$ cat config.mk
export PLATFORM = sky130hd
export DESIGN_NAME = dmem_bridge_flat
export DESIGN_NICKNAME = d
export VERILOG_FILES = /design/src/rtl/dmem_pkg.sv /design/src/rtl/dmem_if.sv /design/src/rtl/dmem_lane.sv /design/src/rtl/dmem_bridge.sv /design/src/flat_wrapper.sv
export SDC_FILE = /design/constraint.sdc
export NUM_CORES = 1
export LEC_CHECK = 0
export BUFFER_PORTS_ARGS = -buffer_cell sky130_fd_sc_hd__buf_4
export CORE_AREA = 2 2 135 137
export CTS_BUF_LIST = sky130_fd_sc_hd__clkbuf_8
export DETAILED_ROUTE_END_ITERATION = 12
export DIE_AREA = 0 0 137 139
export PLACE_DENSITY = 0.66
export SLEW_MARGIN = 30
export SYNTH_ARGS = -nofsm -noshare
export SYNTH_HDL_FRONTEND = slang
export SYNTH_SLANG_ARGS = --single-unit
$ cat constraint.sdc
create_clock -name clk -period 3.75 [get_ports clk]
set_input_delay 0.5625 -clock clk [delete_from_list [all_inputs] [get_ports clk]]
set_output_delay 0.5625 -clock clk [all_outputs]
set_load 0.03 [all_outputs]
$ cat src/rtl/dmem_pkg.sv
// Shared definitions for the data-memory bridge: FSM states and the store/load
// size codes produced by the core's controller.
package dmem_pkg;

  typedef enum logic [1:0] {
    IDLE = 2'd0,
    REQ  = 2'd1,
    RESP = 2'd2,
    DONE = 2'd3
  } state_t;

  // Store size codes (cpu_memwrite)
  localparam logic [1:0] MW_NONE = 2'b00;
  localparam logic [1:0] MW_B    = 2'b01;
  localparam logic [1:0] MW_H    = 2'b10;
  localparam logic [1:0] MW_W    = 2'b11;

  // Load size codes (cpu_sizeload); 3'b11x is not a valid load
  localparam logic [2:0] LD_NONE = 3'b000;
  localparam logic [2:0] LD_B    = 3'b001;
  localparam logic [2:0] LD_H    = 3'b010;
  localparam logic [2:0] LD_W    = 3'b011;
  localparam logic [2:0] LD_BU   = 3'b100;
  localparam logic [2:0] LD_HU   = 3'b101;

  // True when a load code is one the bridge can execute (or is "no load")
  function automatic logic ld_code_legal(input logic [2:0] code);
    return code[2:1] != 2'b11;
  endfunction

endpackage

$ cat src/rtl/dmem_if.sv
// Valid/ready data bus between the bridge (master) and the memory system (slave).
interface dmem_if;
  logic [31:0] addr;
  logic [31:0] wdata;
  logic [3:0]  wstrb;
  logic        we;
  logic        valid;
  logic        ready;
  logic [31:0] rdata;
  logic        rvalid;

  modport master (
    output addr, wdata, wstrb, we, valid,
    input  ready, rdata, rvalid
  );

  modport slave (
    input  addr, wdata, wstrb, we, valid,
    output ready, rdata, rvalid
  );
endinterface

$ cat src/rtl/dmem_lane.sv
// Byte-lane logic for the bridge, purely combinational: store data replication
// and strobes, access legality, and load extraction with sign/zero extension.
module dmem_lane
  import dmem_pkg::*;
(
  // store / request side (straight from the core)
  input  logic [1:0]  memwrite,
  input  logic [2:0]  sizeload,
  input  logic [1:0]  offset,
  input  logic [31:0] store_data,
  output logic [31:0] lane_wdata,
  output logic [3:0]  lane_wstrb,
  output logic        illegal,
  // load side (registered request, raw bus word)
  input  logic [2:0]  ld_code,
  input  logic [1:0]  ld_offset,
  input  logic [31:0] ld_word,
  output logic [31:0] ld_data
);

  logic [31:0] ld_shifted;

  assign ld_shifted = ld_word >> {ld_offset, 3'b000};

  // Replicate store data onto every lane it may land in and enable only the addressed bytes
  always_comb begin
    // NOTE: every output gets a default first so no path through the case infers a latch.
    lane_wdata = '0;
    lane_wstrb = 4'b0000;
    case (memwrite)
      MW_B: begin
        lane_wdata = {4{store_data[7:0]}};
        lane_wstrb = 4'b0001 << offset;
      end
      MW_H: begin
        lane_wdata = {2{store_data[15:0]}};
        lane_wstrb = offset[1] ? 4'b1100 : 4'b0011;
      end
      MW_W: begin
        lane_wdata = store_data;
        lane_wstrb = 4'b1111;
      end
      default: ;
    endcase
  end

  // Reject mixed load+store, unknown load codes and misaligned halfword/word accesses
  always_comb begin
    illegal = 1'b0;
    if ((memwrite != MW_NONE) && (sizeload != LD_NONE))
      illegal = 1'b1;
    if (!ld_code_legal(sizeload))
      illegal = 1'b1;
    if (((memwrite == MW_H) || (sizeload == LD_H) || (sizeload == LD_HU)) && offset[0])
      illegal = 1'b1;
    if (((memwrite == MW_W) || (sizeload == LD_W)) && (offset != 2'b00))
      illegal = 1'b1;
  end

  // Pull the addressed bytes down to bit 0 and extend to 32 bits
  always_comb begin
    ld_data = '0;
    case (ld_code)
      LD_B:    ld_data = {{24{ld_shifted[7]}},  ld_shifted[7:0]};
      LD_H:    ld_data = {{16{ld_shifted[15]}}, ld_shifted[15:0]};
      LD_W:    ld_data = ld_shifted;
      LD_BU:   ld_data = {24'h0, ld_shifted[7:0]};
      LD_HU:   ld_data = {16'h0, ld_shifted[15:0]};
      default: ;
    endcase
  end

endmodule

$ cat src/rtl/dmem_bridge.sv
// Load/store bridge: turns one core data access into one valid/ready bus
// transaction, stalls the core until it completes, and reports faults for
// illegal accesses and bus timeouts.
module dmem_bridge
  import dmem_pkg::*;
#(
  parameter int TIMEOUT = 16
) (
  input  logic        clk,
  input  logic        reset,
  input  logic [31:0] cpu_addr,
  input  logic [31:0] cpu_wdata,
  input  logic [1:0]  cpu_memwrite,
  input  logic [2:0]  cpu_sizeload,
  output logic [31:0] cpu_rdata,
  output logic        cpu_stall,
  output logic        cpu_fault,
  dmem_if.master      bus
);

  localparam int CW = (TIMEOUT > 2) ? $clog2(TIMEOUT) : 1;
  localparam logic [CW-1:0] CNT_LAST = CW'(TIMEOUT - 1);

  state_t        state_q, state_d;
  logic [CW-1:0] cnt_q;
  logic [31:0]   addr_q, wdata_q, rdata_q;
  logic [3:0]    wstrb_q;
  logic          we_q, fault_q;
  logic [2:0]    ld_code_q;
  logic [1:0]    ld_off_q;

  logic          access;
  logic          accept;     // legal request latched in IDLE
  logic          go_fault;   // entering DONE with a fault
  logic          to_resp;    // load request accepted on the bus
  logic          capture;    // read data arrived
  logic          cnt_inc;

  logic [31:0]   lane_wdata, ld_data;
  logic [3:0]    lane_wstrb;
  logic          illegal;

  assign access = (cpu_memwrite != MW_NONE) || (cpu_sizeload != LD_NONE);

  dmem_lane u_lane (
    .memwrite   (cpu_memwrite),
    .sizeload   (cpu_sizeload),
    .offset     (cpu_addr[1:0]),
    .store_data (cpu_wdata),
    .lane_wdata (lane_wdata),
    .lane_wstrb (lane_wstrb),
    .illegal    (illegal),
    .ld_code    (ld_code_q),
    .ld_offset  (ld_off_q),
    .ld_word    (bus.rdata),
    .ld_data    (ld_data)
  );

  // Next-state and per-cycle control decisions
  always_comb begin
    state_d  = state_q;
    accept   = 1'b0;
    go_fault = 1'b0;
    to_resp  = 1'b0;
    capture  = 1'b0;
    cnt_inc  = 1'b0;
    case (state_q)
      IDLE: begin
        if (access) begin
          state_d = (illegal) ? DONE : REQ;
          accept  = !illegal;
          go_fault = illegal;
        end
      end
      REQ: begin
        if (bus.ready) begin
          state_d = we_q ? DONE : RESP;
          to_resp = !we_q;
        end else if (cnt_q == CNT_LAST) begin
          state_d  = DONE;
          go_fault = 1'b1;
        end else begin
          cnt_inc = 1'b1;
        end
      end
      RESP: begin
        if (bus.rvalid) begin
          state_d = DONE;
          capture = 1'b1;
        end else if (cnt_q == CNT_LAST) begin
          state_d  = DONE;
          go_fault = 1'b1;
        end else begin
          cnt_inc = 1'b1;
        end
      end
      DONE:    state_d = IDLE;
      default: state_d = IDLE;
    endcase
  end

  // State register
  always_ff @(posedge clk or negedge reset) begin
    // NOTE: sequential state uses non-blocking assignments so every register samples pre-edge values.
    if (!reset) state_q <= IDLE;
    else        state_q <= state_d;
  end

  // Wait counter, restarted at the start of each bus phase
  always_ff @(posedge clk or negedge reset) begin
    if (!reset)                 cnt_q <= '0;
    else if (accept || to_resp) cnt_q <= '0;
    else if (cnt_inc)           cnt_q <= cnt_q + 1'b1;
  end

  // Request registers: hold the bus fields stable for the whole REQ phase
  always_ff @(posedge clk or negedge reset) begin
    if (!reset) begin
      addr_q    <= '0;
      wdata_q   <= '0;
      wstrb_q   <= '0;
      we_q      <= 1'b0;
      ld_code_q <= LD_NONE;
      ld_off_q  <= 2'b00;
    end else if (accept) begin
      addr_q    <= {cpu_addr[31:2], 2'b00};
      wdata_q   <= lane_wdata;
      wstrb_q   <= lane_wstrb;
      we_q      <= (cpu_memwrite != MW_NONE);
      ld_code_q <= cpu_sizeload;
      ld_off_q  <= cpu_addr[1:0];
    end
  end

  // Result registers: load data and the fault flag presented in DONE
  always_ff @(posedge clk or negedge reset) begin
    if (!reset) begin
      rdata_q <= '0;
      fault_q <= 1'b0;
    end else begin
      if (accept || go_fault) begin
        rdata_q <= '0;
        fault_q <= go_fault;
      end
      if (capture)
        rdata_q <= ld_data;
    end
  end

  // Core-facing outputs; stall is forced low while reset is held so a pending request never stalls a reset core
  always_comb begin
    cpu_stall = reset && (((state_q == IDLE) && access) || (state_q == REQ) || (state_q == RESP));
    cpu_fault = (state_q == DONE) && fault_q;
    cpu_rdata = (state_q == DONE) ? rdata_q : '0;
  end

  assign bus.valid = (state_q == REQ);
  assign bus.addr  = addr_q;
  assign bus.wdata = wdata_q;
  assign bus.wstrb = wstrb_q;
  assign bus.we    = we_q;

endmodule

$ cat src/flat_wrapper.sv
// flat-port wrapper written by rule: the top's interface ports become plain ports
module dmem_bridge_flat import dmem_pkg::*;
#(
  parameter int TIMEOUT = 16
)
  (clk, reset, cpu_addr, cpu_wdata, cpu_memwrite, cpu_sizeload, cpu_rdata, cpu_stall, cpu_fault, bus_addr, bus_wdata, bus_wstrb, bus_we, bus_valid, bus_ready, bus_rdata, bus_rvalid);
  dmem_if bus_i ();
  input  logic clk;
  input  logic reset;
  input  logic [31:0] cpu_addr;
  input  logic [31:0] cpu_wdata;
  input  logic [1:0] cpu_memwrite;
  input  logic [2:0] cpu_sizeload;
  output logic [31:0] cpu_rdata;
  output logic cpu_stall;
  output logic cpu_fault;
  output wire logic [$bits(bus_i.addr)-1:0] bus_addr;
  output wire logic [$bits(bus_i.wdata)-1:0] bus_wdata;
  output wire logic [$bits(bus_i.wstrb)-1:0] bus_wstrb;
  output wire logic [$bits(bus_i.we)-1:0] bus_we;
  output wire logic [$bits(bus_i.valid)-1:0] bus_valid;
  input wire logic [$bits(bus_i.ready)-1:0] bus_ready;
  input wire logic [$bits(bus_i.rdata)-1:0] bus_rdata;
  input wire logic [$bits(bus_i.rvalid)-1:0] bus_rvalid;
  assign bus_addr = bus_i.addr;
  assign bus_wdata = bus_i.wdata;
  assign bus_wstrb = bus_i.wstrb;
  assign bus_we = bus_i.we;
  assign bus_valid = bus_i.valid;
  assign bus_i.ready = bus_ready;
  assign bus_i.rdata = bus_rdata;
  assign bus_i.rvalid = bus_rvalid;
  dmem_bridge #(.TIMEOUT(TIMEOUT)) u_core (.clk(clk), .reset(reset), .cpu_addr(cpu_addr), .cpu_wdata(cpu_wdata), .cpu_memwrite(cpu_memwrite), .cpu_sizeload(cpu_sizeload), .cpu_rdata(cpu_rdata), .cpu_stall(cpu_stall), .cpu_fault(cpu_fault), .bus(bus_i));
endmodule
==> summary.md <==
| Metric | Value |
|---|---|
| Placeable Area | 17,700 sq um |
| Reg-to-reg setup timing slack | about 1.4 ns |
| Wire length per cell after detailed routing | 17.7 um |
| Simple-gate area share of the yosys netlist | between 10% and 20% |
| Count of flip-flops with a built-in enable after synthesis | 0 |
| Met2 usage in global routing | 26.9% |
| DIE WIDTH | 137 um |
| Vias per cell | 5.14 |
| Antenna Cells | 0 |
| Mean instance size in the synthesized netlist | around 11 sq um |
| Gate count of the mapped netlist | 534 |
| Remaining number of nets flagged by the antenna check after routing | 0 |
| CP endpoint | cpu_stall |
| Synth warnings | 0 |
| I/O Buffers | 206 |
| Tot GR Track Use | around 18% |
| Commonest cells after routing, fill and taps aside | 213 x sky130_fd_sc_hd__buf_4, 111 x sky130_fd_sc_hd__dfrtp_1, 97 x sky130_fd_sc_hd__mux2_2 |
| Post-synthesis sequential area ratio | 45.8% |
| Clock latency on the worst-skew pair | 0.39 ns |
| Largest driver fanout on the critical path | 30 |
| Number of buffers inserted by hold repair at cts | 0 |
| Clock-pin transition on the worst setup and hold timing paths | 0.12 ns |
| Most common cell after layout, fill and taps aside | sky130_fd_sc_hd__buf_4 |
| # DRC | 0 |
| Yosys reg bits | 111 |
| Post-layout total power | between 6 and 7 mW |
| Routability congestion estimate from global placement | 0.801 |
| Ratio of total power to cell area | 783 nW/um^2 |
| Met3 layer usage reported by global route | between 5 and 6% |
| Sum of overflow across all layers after global routing | 0 |
| Reg2reg path depth | 6 |
| Reg-to-Reg Start | u_core.state_q[0]$_DFFE_PN0P_ |
| Clock H-tree levels | 3 |
| Total Die Area | approximately 19,000 sq um |
| Beginning of the critical path | cpu_memwrite[1] |
| Fraction of final layout cells with drive strength greater than 1 | between 40% and 50% |
| Slew at the pin with the worst max-slew slack | 0.768 ns |
| Synthesized cell area | roughly 6000 sq um |
| Post-Synth Adder-Cell Area | 1.44% |
| First-pass GRT wire length | 26.7 mm |
| Unrepaired setup endpoints after global routing | false |
| Worst clock skew on the final layout | 0.0168 ns |
| Dominant combinational cell family by area after synthesis | multiplexers |
| Slew margin rel. | 48.6% |
| Endpoint kind of the worst setup timing path | primary output |
| Vias in the first global route | 4,944 |
| Net total in the final layout | 831 |
| Number of pins with negative max-slew slack in the final report | 0 |
| Category of the worst setup path launch point | primary input |
| Post-synthesis compound-gate area fraction | 16.1% |
| Detailed Routing Iterations Pass 1 | 5 |
| Peak VDD IR | 0.444 mV |
| CP required | 3.19 ns |
| Post-cts resize count | 0 |
| Total of endpoints with negative setup slack in the final report | 0 |
| Number of sinks on the clock net | 111 |
| Count of buffers added by post-CTS timing repair for setup | 0 |
| Status | complete, no violations |
| DP HPWL | around 12 mm |
| Antenna violations before repair | 0 |
| Final critical-path share of the clock period | between 60 and 70% |
| Final Critical Period | about 2.6 ns |
| CTS Root Cell | sky130_fd_sc_hd__clkbuf_8 |
| Starting Density | 34.3% |
| Aggregate negative setup slack | 0 ns |
| Hold Fails Final Rpt | 0 |
| Inserted Clock Buffers | 9 |
| Share of flip-flops with an asynchronous set or reset | 100% |
| Crit path arrival time | 2.00 ns |
| Fill cells | 1,736 |
| Number of different library cells in the post-synthesis netlist | 54 |
| Static leakage power | 3.68 nW |
| Starting DRT DRC Count | 263 |
| Top Ports | 209 |
| Fmax achieved | 391 MHz |
| Xor/xnor share of the synthesized area | 0.144% |
| Largest net degree at the start of global routing | 79 |
| Critical register-to-register path endpoint | u_core.rdata_q[30]$_DFFE_PN0P_ |
| Global routing met1 resource utilization | 23.8% |
| Category of the critical setup timing path | in2out |
| Main synth FF type | sky130_fd_sc_hd__dfrtp_1 |
| TritonCTS clock tree | yes |
| Vertical extent of the die | 139 um |
| Worst hold path class | in2async |
| Number of vias after detailed routing | 4,896 |
| Area growth from synthesis to layout | 32.0% |
| Proportion of synthesized area in mux cells | around a fifth |
| Wire length after detailed routing | approximately 17 mm |
| Maximum buffer depth of the clock tree | 2 |
| Count of standard-cell rows | 49 |
| Busiest layer in global routing | met2 |
| Number of max-cap violations | 0 |
-- per-stage QoR --
| stage | hold WS, ns | cell area, sq um | instances | setup slack (ns) | util [%] |
|---|---|---|---|---|---|
| 2_1_floorplan | 0.267 | 6070 | 535 | 1.48 | - |
| 3_3_place_gp | 0.491 | 7770 | 937 | 1.07 | 44.0 |
| 3_5_place_dp | 0.496 | 7780 | 937 | 1.02 | 44.1 |
| 4_1_cts | 0.112 | 7990 | 953 | 1.05 | 45.3 |
| 5_1_grt | 0.127 | 8000 | 953 | 1.07 | 45.3 |
| 6_report | 0.106 | 8000 | 953 | 1.19 | 45.3 |
-- cells in the mapped netlist (all sizes together), types with 2 or more instances --
cell	number	area share (%)
o22ai	2	0.21
nor2	11	0.68
and3	2	0.21
inv	10	0.62
mux2	97	18
and2	42	4.3
a2111oi	3	0.54
clkbuf	20	1.2
o211ai	2	0.25
nor2b	6	0.62
nor3	6	0.50
a211oi	3	0.45
a21oi	21	1.7
nand3	3	0.25
dfrtp	111	46
o41ai	2	0.60
nand3b	2	0.25
nand2b	2	0.21
buf	22	2.4
o311ai	16	2.3
o2bb2ai	6	0.87
o32ai	15	3.4
mux2i	16	2.6
nand2	54	3.3
ha	7	1.4
a21boi	3	0.37
a31oi	2	0.31
o21ai	8	0.66
a22o	24	3.5
and3b	2	0.29
-- cell families (layout without fill, tap and decap cells) --
logic type	Yosys count	in the layout
buf+inv	52	241
simple gates	134	134
flops	111	111
other cells	1	2
mux	114	114
fa+ha+maj	7	7
compound gates	114	114
xor+xnor	1	1
-- worst max-delay path: stages --
cell and delay [ns]:
sky130_fd_sc_hd__buf_4 0.21, sky130_fd_sc_hd__or2_1 0.40, sky130_fd_sc_hd__o41ai_4 0.38, sky130_fd_sc_hd__a21boi_0 0.21
sky130_fd_sc_hd__buf_4 0.22
-- how the worst min path moves through the flow --
stage,slack [ns],to,from,depth (start not counted)
after floorplan,0.27,u_core.bus.addr[10]$_DFFE_PN0P_,reset,0
after global placement,0.49,u_core.bus.addr[11]$_DFFE_PN0P_,u_core.bus.addr[11]$_DFFE_PN0P_,1
after detailed placement,0.50,u_core.bus.wdata[27]$_DFFE_PN0P_,u_core.bus.wdata[27]$_DFFE_PN0P_,1
after CTS,0.11,u_core.bus.addr[27]$_DFFE_PN0P_,reset,1
after global routing,0.13,u_core.bus.addr[19]$_DFFE_PN0P_,reset,1
final,0.11,u_core.bus.addr[27]$_DFFE_PN0P_,reset,1
-- layout make-up --
cell class                      count  area (sq um)  area share, %
Sequential cell                   111          2780           34.7
Tap cell                          229           287           3.58
Clock inverter                      6          75.1          0.939
Timing Repair Buffer              215          1630           20.4
Inverter                           10          37.5          0.469
Clock buffer                       10           138           1.72
Multi-Input combinational cell    372          3050           38.2
-- metal layers --
metal,wire length (um),vias up
li1,-,2314
met5,0,-
met3,1690,13
met4,200,0
met1,7220,2375
met2,7720,194
-- power by group --
part	internal, mW	total, mW	switching, mW
Sequential	1.76	2.10	0.338
Combinational	1.41	3.37	1.96
Clock	0.337	0.787	0.450
Total	3.51	6.26	2.75
-- sequential cells by signal (all words and copies together) (netlist names), 2 cells and up --
name and count:
u_core.ld_off_q 2, u_core.ld_code_q 3, u_core.bus.wstrb 4, u_core.bus.wdata 32, u_core.bus.addr 30, u_core.rdata_q 32
u_core.state_q 2, u_core.cnt_q 4
Note: power is estimated with default switching activity, not from simulation.
